File: src/rtl/pipeline_ctrl_if.sv
// Bundle between the pipeline controller and the rest of the pipeline:
// debug controls and hazard info in, per-stage enables/flushes and status out.
interface pipeline_ctrl_if #(
  parameter int unsigned NB_ADDR      = 5,
  parameter int unsigned NB_CNT       = 32,
  parameter int unsigned NB_STALL_CNT = 16
);
  logic                    i_start;
  logic                    i_run_mode;
  logic                    i_step;
  logic                    i_halt_detected;
  logic [NB_ADDR-1:0]      i_id_rs_addr;
  logic [NB_ADDR-1:0]      i_id_rt_addr;
  logic                    i_ex_mem_rd_enb;
  logic [NB_ADDR-1:0]      i_ex_rt_addr;
  logic                    i_branch_taken;
  logic                    i_jump_taken;
  logic                    o_pc_enb;
  logic                    o_if_id_enb;
  logic                    o_id_ex_enb;
  logic                    o_ex_mem_enb;
  logic                    o_mem_wb_enb;
  logic                    o_if_id_flush;
  logic                    o_id_ex_flush;
  logic                    o_ex_mem_flush;
  logic [1:0]              o_state;
  logic [NB_CNT-1:0]       o_cycle_count;
  logic [NB_STALL_CNT-1:0] o_stall_count;

  modport master (
    input  i_start, i_run_mode, i_step, i_halt_detected, i_id_rs_addr, i_id_rt_addr,
           i_ex_mem_rd_enb, i_ex_rt_addr, i_branch_taken, i_jump_taken,
    output o_pc_enb, o_if_id_enb, o_id_ex_enb, o_ex_mem_enb, o_mem_wb_enb, o_if_id_flush,
           o_id_ex_flush, o_ex_mem_flush, o_state, o_cycle_count, o_stall_count
  );

  modport slave (
    output i_start, i_run_mode, i_step, i_halt_detected, i_id_rs_addr, i_id_rt_addr,
           i_ex_mem_rd_enb, i_ex_rt_addr, i_branch_taken, i_jump_taken,
    input  o_pc_enb, o_if_id_enb, o_id_ex_enb, o_ex_mem_enb, o_mem_wb_enb, o_if_id_flush,
           o_id_ex_flush, o_ex_mem_flush, o_state, o_cycle_count, o_stall_count
  );
endinterface

File: src/rtl/pipeline_ctrl.sv
// Run/step/halt controller for a 5-stage pipeline: per-stage enables and flushes for
// load-use stalls and branch/jump redirects, plus saturating cycle and stall counters.
module pipeline_ctrl #(
  parameter int unsigned NB_ADDR      = 5,
  parameter int unsigned NB_CNT       = 32,
  parameter int unsigned NB_STALL_CNT = 16
) (
  input  logic            i_clock,
  input  logic            i_reset,
  pipeline_ctrl_if.master bus
);

  typedef enum logic [1:0] {
    StIdle = 2'b00,
    StRun  = 2'b01,
    StStep = 2'b10,
    StDone = 2'b11
  } state_e;

  state_e                  state_q, state_d;
  logic [NB_CNT-1:0]       cycle_q, cycle_d;
  logic [NB_STALL_CNT-1:0] stall_q, stall_d;

  logic               advance;
  logic               load_use;
  logic               redirect;
  logic [NB_ADDR-1:0] ex_rt;

  assign ex_rt    = bus.i_ex_rt_addr;
  assign load_use = bus.i_ex_mem_rd_enb && (ex_rt != '0) &&
                    ((ex_rt == bus.i_id_rs_addr) || (ex_rt == bus.i_id_rt_addr));
  assign redirect = bus.i_branch_taken || bus.i_jump_taken;

  // Reset also gates the controls so the reset cycle itself never advances.
  assign advance = !i_reset &&
                   ((state_q == StRun) || ((state_q == StStep) && bus.i_step));

  always_comb begin
    state_d = state_q;
    unique case (state_q)
      StIdle: if (bus.i_start) state_d = bus.i_run_mode ? StRun : StStep;
      StRun, StStep: if (advance && bus.i_halt_detected) state_d = StDone;
      StDone: state_d = StDone;
      default: state_d = StIdle;
    endcase
  end

  always_comb begin
    cycle_d = cycle_q;
    stall_d = stall_q;
    if (advance && (cycle_q != '1)) cycle_d = cycle_q + NB_CNT'(1);
    if (advance && load_use && !redirect && (stall_q != '1)) begin
      stall_d = stall_q + NB_STALL_CNT'(1);
    end
  end

  always_comb begin
    bus.o_pc_enb       = 1'b0;
    bus.o_if_id_enb    = 1'b0;
    bus.o_id_ex_enb    = 1'b0;
    bus.o_ex_mem_enb   = 1'b0;
    bus.o_mem_wb_enb   = 1'b0;
    bus.o_if_id_flush  = 1'b0;
    bus.o_id_ex_flush  = 1'b0;
    bus.o_ex_mem_flush = 1'b0;
    if (advance) begin
      bus.o_id_ex_enb  = 1'b1;
      bus.o_ex_mem_enb = 1'b1;
      bus.o_mem_wb_enb = 1'b1;
      if (redirect) begin
        // Wrong-path instructions in IF/ID, ID/EX and EX/MEM are squashed.
        bus.o_pc_enb       = 1'b1;
        bus.o_if_id_enb    = 1'b1;
        bus.o_if_id_flush  = 1'b1;
        bus.o_id_ex_flush  = 1'b1;
        bus.o_ex_mem_flush = 1'b1;
      end else if (load_use) begin
        bus.o_id_ex_flush = 1'b1;
      end else begin
        bus.o_pc_enb    = 1'b1;
        bus.o_if_id_enb = 1'b1;
      end
    end
  end

  always_ff @(posedge i_clock) begin
    if (i_reset) begin
      state_q <= StIdle;
      cycle_q <= '0;
      stall_q <= '0;
    end else begin
      state_q <= state_d;
      cycle_q <= cycle_d;
      stall_q <= stall_d;
    end
  end

  assign bus.o_state       = state_q;
  assign bus.o_cycle_count = cycle_q;
  assign bus.o_stall_count = stall_q;

endmodule

File: src/flat_wrapper.sv
// flat-port wrapper written by rule: the top's interface ports become plain ports
module pipeline_ctrl_flat 
#(
  parameter int unsigned NB_ADDR      = 5,
  parameter int unsigned NB_CNT       = 32,
  parameter int unsigned NB_STALL_CNT = 16
)
  (i_clock, i_reset, bus_i_start, bus_i_run_mode, bus_i_step, bus_i_halt_detected, bus_i_id_rs_addr, bus_i_id_rt_addr, bus_i_ex_mem_rd_enb, bus_i_ex_rt_addr, bus_i_branch_taken, bus_i_jump_taken, bus_o_pc_enb, bus_o_if_id_enb, bus_o_id_ex_enb, bus_o_ex_mem_enb, bus_o_mem_wb_enb, bus_o_if_id_flush, bus_o_id_ex_flush, bus_o_ex_mem_flush, bus_o_state, bus_o_cycle_count, bus_o_stall_count);
  pipeline_ctrl_if #(.NB_ADDR(NB_ADDR), .NB_CNT(NB_CNT), .NB_STALL_CNT(NB_STALL_CNT)) bus_i ();
  input  logic i_clock;
  input  logic i_reset;
  input wire logic [$bits(bus_i.i_start)-1:0] bus_i_start;
  input wire logic [$bits(bus_i.i_run_mode)-1:0] bus_i_run_mode;
  input wire logic [$bits(bus_i.i_step)-1:0] bus_i_step;
  input wire logic [$bits(bus_i.i_halt_detected)-1:0] bus_i_halt_detected;
  input wire logic [$bits(bus_i.i_id_rs_addr)-1:0] bus_i_id_rs_addr;
  input wire logic [$bits(bus_i.i_id_rt_addr)-1:0] bus_i_id_rt_addr;
  input wire logic [$bits(bus_i.i_ex_mem_rd_enb)-1:0] bus_i_ex_mem_rd_enb;
  input wire logic [$bits(bus_i.i_ex_rt_addr)-1:0] bus_i_ex_rt_addr;
  input wire logic [$bits(bus_i.i_branch_taken)-1:0] bus_i_branch_taken;
  input wire logic [$bits(bus_i.i_jump_taken)-1:0] bus_i_jump_taken;
  output wire logic [$bits(bus_i.o_pc_enb)-1:0] bus_o_pc_enb;
  output wire logic [$bits(bus_i.o_if_id_enb)-1:0] bus_o_if_id_enb;
  output wire logic [$bits(bus_i.o_id_ex_enb)-1:0] bus_o_id_ex_enb;
  output wire logic [$bits(bus_i.o_ex_mem_enb)-1:0] bus_o_ex_mem_enb;
  output wire logic [$bits(bus_i.o_mem_wb_enb)-1:0] bus_o_mem_wb_enb;
  output wire logic [$bits(bus_i.o_if_id_flush)-1:0] bus_o_if_id_flush;
  output wire logic [$bits(bus_i.o_id_ex_flush)-1:0] bus_o_id_ex_flush;
  output wire logic [$bits(bus_i.o_ex_mem_flush)-1:0] bus_o_ex_mem_flush;
  output wire logic [$bits(bus_i.o_state)-1:0] bus_o_state;
  output wire logic [$bits(bus_i.o_cycle_count)-1:0] bus_o_cycle_count;
  output wire logic [$bits(bus_i.o_stall_count)-1:0] bus_o_stall_count;
  assign bus_i.i_start = bus_i_start;
  assign bus_i.i_run_mode = bus_i_run_mode;
  assign bus_i.i_step = bus_i_step;
  assign bus_i.i_halt_detected = bus_i_halt_detected;
  assign bus_i.i_id_rs_addr = bus_i_id_rs_addr;
  assign bus_i.i_id_rt_addr = bus_i_id_rt_addr;
  assign bus_i.i_ex_mem_rd_enb = bus_i_ex_mem_rd_enb;
  assign bus_i.i_ex_rt_addr = bus_i_ex_rt_addr;
  assign bus_i.i_branch_taken = bus_i_branch_taken;
  assign bus_i.i_jump_taken = bus_i_jump_taken;
  assign bus_o_pc_enb = bus_i.o_pc_enb;
  assign bus_o_if_id_enb = bus_i.o_if_id_enb;
  assign bus_o_id_ex_enb = bus_i.o_id_ex_enb;
  assign bus_o_ex_mem_enb = bus_i.o_ex_mem_enb;
  assign bus_o_mem_wb_enb = bus_i.o_mem_wb_enb;
  assign bus_o_if_id_flush = bus_i.o_if_id_flush;
  assign bus_o_id_ex_flush = bus_i.o_id_ex_flush;
  assign bus_o_ex_mem_flush = bus_i.o_ex_mem_flush;
  assign bus_o_state = bus_i.o_state;
  assign bus_o_cycle_count = bus_i.o_cycle_count;
  assign bus_o_stall_count = bus_i.o_stall_count;
  pipeline_ctrl #(.NB_ADDR(NB_ADDR), .NB_CNT(NB_CNT), .NB_STALL_CNT(NB_STALL_CNT)) u_core (.i_clock(i_clock), .i_reset(i_reset), .bus(bus_i));
endmodule
File: config.mk
export PLATFORM = sky130hd
export DESIGN_NAME = pipeline_ctrl_flat
export DESIGN_NICKNAME = d
export VERILOG_FILES = /design/src/rtl/pipeline_ctrl_if.sv /design/src/rtl/pipeline_ctrl.sv /design/src/flat_wrapper.sv
export SDC_FILE = /design/constraint.sdc
export NUM_CORES = 1
export LEC_CHECK = 0
export ABC_AREA = 1
export BUFFER_PORTS_ARGS = -buffer_cell sky130_fd_sc_hd__buf_2
export CAP_MARGIN = 30
export CORE_MARGIN = 2
export CORE_UTILIZATION = 50
export CTS_CLUSTER_DIAMETER = 100
export CTS_CLUSTER_SIZE = 16
export DETAILED_ROUTE_END_ITERATION = 6
export PLACE_DENSITY = 0.79
export SYNTH_ARGS = -nofsm -noshare
export SYNTH_HDL_FRONTEND = slang
export SYNTH_SLANG_ARGS = --single-unit
File: constraint.sdc
create_clock -name i_clock -period 2 [get_ports i_clock]
set_input_delay 0 -clock i_clock [delete_from_list [all_inputs] [get_ports i_clock]]
set_output_delay 0 -clock i_clock [all_outputs]
set_load 0.03 [all_outputs]
* After elaboration in Yosys (flattened, before gate mapping)
Cells that the tools add are included.
** Word-level totals
- Logic and storage cells :: 45
- Input bits :: 24
- Output and inout port bits :: 58
- Flip-flop bits (word level) :: 50
** Cells by class
- Equality and inequality tests :: 9
- Mux-type cells :: 13
- Reduce and logical (&&, ||, !) cells :: 18
- Add/sub/neg operators :: 2
** Operators by type and width (number)
- $add 32x1->32 const B :: 1
- $ne 32x32->1 const B :: 1
- $add 16x1->16 const B :: 1
- $ne 16x16->1 const B :: 1
- $eq 5x5->1 :: 2
- $logic_and 1x1->1 :: 9
- $mux 1 :: 9
- $mux 2 :: 3
- $pmux 2 s3 :: 1
- $reduce_bool 5->1 :: 1
- $eq 2x2->1 const B :: 2
- $logic_or 1x1->1 :: 3
- $eq 2x1->1 const B :: 1
- $logic_not 1->1 :: 2
- $logic_not 2->1 :: 1
- $ne 2x1->1 const B :: 1
- $ne 2x2->1 const B :: 1
- $reduce_and 2->1 :: 1
- $reduce_or 2->1 :: 1

* Logic depth before layout (Yosys ltp)
Gate-level depths: netlist of the first run.
- Depth in word-level cells :: 7
- Mapped depth :: 12
- Depth with buffers taken out :: 11

* Worst setup path after synthesis of the first run
OpenSTA, ideal clock, no wires.
- Path kind :: register -> register
- From :: reg u_core.state_q[0] (netlist: u_core.bus.o_state[0])
- To :: reg u_core.stall_q[12] (netlist: u_core.bus.o_stall_count[12])
- Library setup time :: 0.116 ns
- Buffers on the path :: 1
- Required time :: 1.884 ns
- Period minus slack after synthesis :: 1.933 ns
- Setup slack :: 0.067 ns
- Arrival time :: 1.817 ns
- Stages on the path, launching flop included :: 11
- Cell sequence :: dfxtp_1 -> inv_1 -> ha_1 -> a21o_1 -> nand2_1 -> inv_2 -> nand4_1 -> buf_2 -> inv_2 -> a21oi_1 -> nor2_1
** Between the ends
- Longest elaborated chain between the ends :: 7
- Elaborated cells on any way between the ends :: 8
- Classes of those cells :: 2 x eq/ne; 6 x reduce/logical
** Ends and longest elaborated chain
- start: declaration :: RTL line pipeline_ctrl.sv:20 : state_e state_q, state_d;
- start signal: assignment :: RTL line pipeline_ctrl.sv:88 : state_q <= StIdle;
- start signal: assignment :: RTL line pipeline_ctrl.sv:92 : state_q <= state_d;
- $eq 2x2->1 :: RTL line pipeline_ctrl.sv:36 : ((state_q == StRun) || ((state_q == StStep) && bus.i_step));
- $logic_and 1x1->1 :: RTL line pipeline_ctrl.sv:36
- $logic_or 1x1->1 (*) :: RTL line pipeline_ctrl.sv:36
- $logic_and 1x1->1 (*) :: RTL line pipeline_ctrl.sv:35 : assign advance = !i_reset &&
- $logic_and 1x1->1 (*) (3 in series) :: RTL line pipeline_ctrl.sv:52 : if (advance && load_use && !redirect && (stall_q != '1)) begin
- end signal: assignment :: RTL line pipeline_ctrl.sv:94 : stall_q <= stall_d;
- end: declaration :: RTL line pipeline_ctrl.sv:22 : logic [NB_STALL_CNT-1:0] stall_q, stall_d;
Every way passes the cells marked *; elsewhere a longest branch is shown, timed or not.
A chain may end at the register's enable or synchronous reset.

* Worst setup path in the final report of the first run
- From :: reg u_core.state_q[0] (netlist: u_core.bus.o_state[0])
- To :: reg u_core.cycle_q[5] (netlist: u_core.bus.o_cycle_count[5])
** Between the ends
- Longest elaborated chain between the ends :: 5
- Elaborated cells on any way between the ends :: 6
- Classes of those cells :: 2 x eq/ne; 4 x reduce/logical
** Ends and longest elaborated chain
- $eq 2x2->1 :: RTL line pipeline_ctrl.sv:36
- $logic_and 1x1->1 :: RTL line pipeline_ctrl.sv:36
- $logic_or 1x1->1 (*) :: RTL line pipeline_ctrl.sv:36
- $logic_and 1x1->1 (*) :: RTL line pipeline_ctrl.sv:35
- $logic_and 1x1->1 (*) :: RTL line pipeline_ctrl.sv:51 : if (advance && (cycle_q != '1)) cycle_d = cycle_q + NB_CNT'(1);
- end signal: assignment :: RTL line pipeline_ctrl.sv:93 : cycle_q <= cycle_d;
- end: declaration :: RTL line pipeline_ctrl.sv:21 : logic [NB_CNT-1:0] cycle_q, cycle_d;
Marked as above.

==> results_dict.tcl, run 1 <==
set metrics [dict create \
    die_area_um2 6980 \
    fin_cells 685 \
    syn_area_um2 3160 \
    synthTopCellsByCount "172 x nand2_1, 99 x nor2_1, 51 x inv_1" \
    synth_edf_count 0 \
    num_vias 3375 \
    status "finished, final reports clean" \
    netlist_instances 519 \
    viasPerCell 4.93 \
    hp-class "in -> reg" \
    ys_types 34 \
    drv_cap 0 \
    dr.pass1.iters 4 \
    syn_nets 549 \
    ys_seq_area_frac 0.316 \
    die_width_um 83.5 \
    htree_num_levels 2 \
    regArea_um2 1000 \
    cp-start-kind "flop" \
    worst_slack_ps 214 \
    slew_viol_final 0 \
    die_y_um 83.5 \
    place_ws_ps 154 \
    synth_top_cell_by_area "dfxtp_1" \
    grt_start_max_net_pins 32 \
    ys_top_cells_by_area "dfxtp_1 32%, nand2_1 20%, nor2_1 12%" \
    fillCellCount 602 \
    ys.flop_type "dfxtp_1" \
    skew_ps 13.1 \
    crit_path_max_fanout 16 \
    power_density_nw_per_um2 626 \
    wl_per_cell_um 11.3 \
    antenna_cells 0 \
    arrival_ps 1970 \
    clockBufferDepth 2 \
    core-area_um2 6030 \
    clockRootBuffer "clkbuf_8" \
    clk_latency_ps 300 \
    track_usage 0.224 \
    syn_area_per_cell_um2 6.09 \
    async_flop_share 0 \
    clkTransAtPathRegs_ps 80 \
    peakVddDrop_mv 0.667 \
    num_io_pins 82 \
    synth_top_area_frac 0.316 \
    met3_usage 0.0415 \
    cts_buffers 5 \
    finalHoldViolCount 0 \
    portBuffers 81 \
    period_needed_ps 1790 \
    fp-row-count 28 \
    setup_viol 0 \
    place_hpwl_um 5990 \
    grt_pass1_wl_um 13200 \
    ant_nets 0 \
    placedCellCount 675 \
    final_area_um2 3790 \
    start_util 0.525 \
    fin_crit_sh 0.893 \
    path_class "reg -> reg" \
    grt_pass1_vias 3082 \
    drive_gt1_frac 0.202 \
    drc 0 \
    layout.nets 639 \
    cts_tree "built" \
    grt_use_met2 0.413 \
    antenna_found_initial 0 \
    syn_to_final_growth_pct 19.7 \
    cp-end-kind "flop" \
    fin_tns_setup_ps 0 \
    grt_overflow 0 \
    cts_sinks 50 \
    yosysMostFrequentCell "nand2_1" \
    routed_wl_um 7710 \
    dpl-instance-area_um2 3670 \
    synth_seq_cells 50 \
    busiest_layer "met2" \
    grt_setup_unrepaired "false" \
    drt_iter0_drc 236 \
    synth_warnings 0 \
    tightestPinTransition_ps 377 \
    gp_congestion 0.879 \
    max_freq_mhz 560 \
    required_ps 2180 \
    multi_input_area_um2 1860 \
    max_slew_margin 0.748 \
    grt_use_met1 0.269 \
    leakagePower_nw 1.72 \
]
## cell families (layout without fill, tap and decap cells)
logic type / after synthesis / count (layout) / synth area share
AOI/OAI and AO/OA: 45 / 45 / 0.0752
DFF: 50 / 50 / 0.316
buffers and inverters: 69 / 160 / 0.0973
adders and majority gates: 6 / 6 / 0.0237
xor gates and xnor gates: 20 / 20 / 0.0554
and+or+nand+nor: 329 / 329 / 0.432
## sequential cells by signal (all words and copies together) (netlist names)
| register | count |
|---|---|
| u_core.bus.o_state | 2 |
| u_core.bus.o_stall_count | 16 |
| u_core.bus.o_cycle_count | 32 |
## where the power goes
group          switching (mW)  internal, mW
Sequential             0.0266          1.03
Clock                   0.336         0.280
Combinational           0.495         0.204
Total                   0.858          1.51
## worst max-delay path, stage by stage, from the launching register on
cell and delay [ps]:
dfxtp_1 370, inv_1 90, ha_1 200, a21o_1 180, nand2_1 120, inv_2 100, nand2_4 210, buf_4 200
o21ai_0 70, nor3b_2 150
## repair_timing
item / 4_1_cts / 5_1_grt
gates resized for setup: 0 / 4
endpoints found under the setup margin: 0 / 9
endpoints found under the hold margin: 2 / 0
hold buffers: 1 / 0
setup buffers: 0 / 1
## cells in the final DEF (no fill, tap or decap), drive strengths merged
master / n
xor2: 12
nor3: 14
nor3b: 2
o21ai: 11
nand3b: 1
o21bai: 1
a21oi: 29
nand4: 6
a21o: 1
a31oi: 3
dfxtp: 50
and3: 1
nand3: 25
clkbuf: 7
buf: 96
nand2: 176
ha: 6
clkinv: 1
nor2: 103
dlygate4sd3: 1
or2: 1
inv: 55
xnor2: 8
## routing by layer
metal / vias to the layer above / part of all wire
met4: 0 / 0.0093
met2: 109 / 0.49
met1: 1472 / 0.43
li1: 1786 / -
met5: - / 0
met3: 8 / 0.064
## layout make-up
type,instances,area share
Multi-Input combinational cell,400,0.490
Sequential cell,50,0.265
Timing Repair Buffer,97,0.139
Inverter,55,0.0565
Tap cell,75,0.0248
Clock buffer,7,0.0228
Clock inverter,1,0.00132
## through the flow
step | hold slack [ps] | utilization | power [mW]
floorplan | 100 | - | 1.64
global placement | 198 | 0.609 | 1.74
detailed placement | 210 | 0.609 | 1.77
CTS | 116 | 0.626 | 2.39
global route | 140 | 0.628 | 2.49
finish | 125 | 0.628 | 2.37
## final timing paths
check        cells past startpoint                          from  slack, ps                           end
max                              9         u_core.bus.o_state[0]        210   u_core.bus.o_cycle_count[5]
min                              6                   bus_i_start        120         u_core.bus.o_state[0]
max reg2reg                      9         u_core.bus.o_state[0]        210   u_core.bus.o_cycle_count[5]
min reg2reg                      2  u_core.bus.o_cycle_count[31]        490  u_core.bus.o_cycle_count[31]
No activity file was read; power rests on OpenSTA's default activity.
==> run 2: changes to the inputs <==
--- a/config.mk
+++ b/config.mk
@@ -9,11 +9,12 @@
 export BUFFER_PORTS_ARGS = -buffer_cell sky130_fd_sc_hd__buf_2
 export CAP_MARGIN = 30
 export CORE_MARGIN = 2
-export CORE_UTILIZATION = 50
+export CORE_UTILIZATION = 53
 export CTS_CLUSTER_DIAMETER = 100
 export CTS_CLUSTER_SIZE = 16
 export DETAILED_ROUTE_END_ITERATION = 6
-export PLACE_DENSITY = 0.79
+export PLACE_DENSITY = 0.83
+export SLEW_MARGIN = 20
 export SYNTH_ARGS = -nofsm -noshare
 export SYNTH_HDL_FRONTEND = slang
 export SYNTH_SLANG_ARGS = --single-unit
==> results_dict.tcl, run 2 (same netlist as run 1, synthesis figures left out) <==
set metrics [dict create \
    setup_viol 0 \
    internal_power_mw 1.60 \
    max_slew_margin 0.737 \
    die_y_um 81.3 \
    slew_viol_final 0 \
    drc 0 \
    fin_cells 686 \
    power_density_nw_per_um2 654 \
    placedCellCount 674 \
    cp-start-kind "flop" \
    grt_pass1_vias 3114 \
    max_freq_mhz 559 \
    clk_latency_ps 310 \
    power.share.combinational 0.280 \
    grt_pass1_wl_um 13200 \
    status "finished, final reports clean" \
    clkTransAtPathRegs_ps 100 \
    syn_to_final_growth_pct 20.7 \
    path_class "reg -> reg" \
    gp_congestion 0.900 \
    antenna_cells 0 \
    num_io_pins 82 \
    wl_per_cell_um 11.8 \
    layout.nets 640 \
    grt_start_max_net_pins 32 \
    routed_wl_um 8090 \
    multi_input_area_um2 1860 \
    cts_sinks 50 \
    place_hpwl_um 6130 \
    grt_overflow 0 \
    fin_crit_sh 0.895 \
    cts_tree "built" \
    finalHoldViolCount 0 \
    clockBufferDepth 2 \
    portBuffers 81 \
    cts_buffers 5 \
    fillCellCount 555 \
    start_util 0.541 \
    regArea_um2 1000 \
    grt_setup_unrepaired "false" \
    antenna_found_initial 0 \
    arrival_ps 2000 \
    largest_register_ff_count 32 \
    switching_power_uw 896 \
    fp-row-count 28 \
    crit_path_max_fanout 16 \
    track_usage 0.251 \
    switching_share 0.359 \
    leakagePower_nw 1.72 \
    clockRootBuffer "clkbuf_8" \
    viasPerCell 5.08 \
    hp-class "in -> reg" \
    dr.pass1.iters 4 \
    die_area_um2 6600 \
    tightestPinTransition_ps 392 \
    required_ps 2210 \
    ant_nets 0 \
    peakVddDrop_mv 0.650 \
    drive_gt1_frac 0.206 \
    num_vias 3482 \
    final_common_cell "nand2_1" \
    skew_ps 10.8 \
    seqPwrFrac 0.422 \
    core-area_um2 5850 \
    die_width_um 81.3 \
    htree_num_levels 2 \
    cp-end-kind "flop" \
    period_needed_ps 1790 \
    drt_iter0_drc 180 \
    drv_cap 0 \
    clockPowerShare 0.297 \
    final_cell_mix "172 x nand2_1, 97 x nor2_1, 81 x buf_2, 51 x inv_1, 49 x dfxtp_1" \
    fin_tns_setup_ps 0 \
]
-- run 2: cell types whose count changed in the layout (fill, tap and decap cells not counted) --
| cell | delta |
|---|---|
| nor2_2 | +1 |
| o21ai_1 | +1 |
| nor2_1 | -1 |
| clkbuf_8 | -1 |
| o21ai_0 | -1 |
| clkbuf_1 | -1 |
| clkinv_2 | -1 |
| clkinvlp_4 | +2 |
| bufinv_16 | +1 |
| buf_4 | +1 |
-- run 2: worst paths after layout --
kind | from | end | slack [ps] | depth (start not counted)
worst max-delay path | u_core.bus.o_state[0] | u_core.bus.o_cycle_count[17] | 210 | 10
worst min-delay path | bus_i_start | u_core.bus.o_state[0] | 120 | 6
worst max register to register | u_core.bus.o_state[0] | u_core.bus.o_cycle_count[17] | 210 | 10
worst min register to register | u_core.bus.o_cycle_count[31] | u_core.bus.o_cycle_count[31] | 500 | 2
-- run 2: repair_timing --
item / 4_1_cts / 5_1_grt
buffers inserted: 0 / 3
endpoints found under the hold margin: 2 / 0
hold buffers: 1 / 0
resized for setup: 0 / 6
endpoints found under the setup margin: 0 / 12
-- run 2: critical path, cell delays in order (launching register included) --
cell     delay (ps)
dfxtp_1         380
inv_1            90
ha_1            200
a21o_1          170
nand2_1         120
inv_2           110
nand2_4         200
buf_4           190
nor2_1           50
xnor2_1         120
nor2_1           50
-- run 2: power by group through the flow --
| stage | sequential (mW) | combinational [mW] | clock, mW |
|---|---|---|---|
| global placement | 1.08 | 0.666 | 0 |
| global route | 1.06 | 0.766 | 0.783 |
| floorplan | 1.14 | 0.501 | 0 |
| finish | 1.05 | 0.700 | 0.742 |
| CTS | 1.05 | 0.694 | 0.747 |
| detailed placement | 1.08 | 0.687 | 0 |
-- run 2: final cells by class --
cell class / count / area share
clock inverters: 3 / 0.0118
multi-input cells: 400 / 0.487
inverters: 55 / 0.0560
well taps: 75 / 0.0246
repair buffers: 98 / 0.140
flip-flops and latches: 50 / 0.262
clock buffers: 5 / 0.0180
-- run 2: metal layers --
metal,vias up,wire length (µm),GRT usage
met2,119,4020,0.464
li1,1793,-,-
met4,0,182,0.0847
met5,-,0,0
met1,1553,3400,0.287
met3,17,491,0.0489
-- run 2: per-stage QoR --
stage	power [mW]	worst slack, ps	area (µm²)	hold WS (ps)	utilization
after floorplan	1.64	66.9	3160	100	-
after global placement	1.74	213	3660	202	0.626
after detailed placement	1.77	149	3660	228	0.626
after CTS	2.50	140	3780	123	0.647
after global routing	2.61	1.96	3820	144	0.653
final	2.50	210	3820	118	0.653
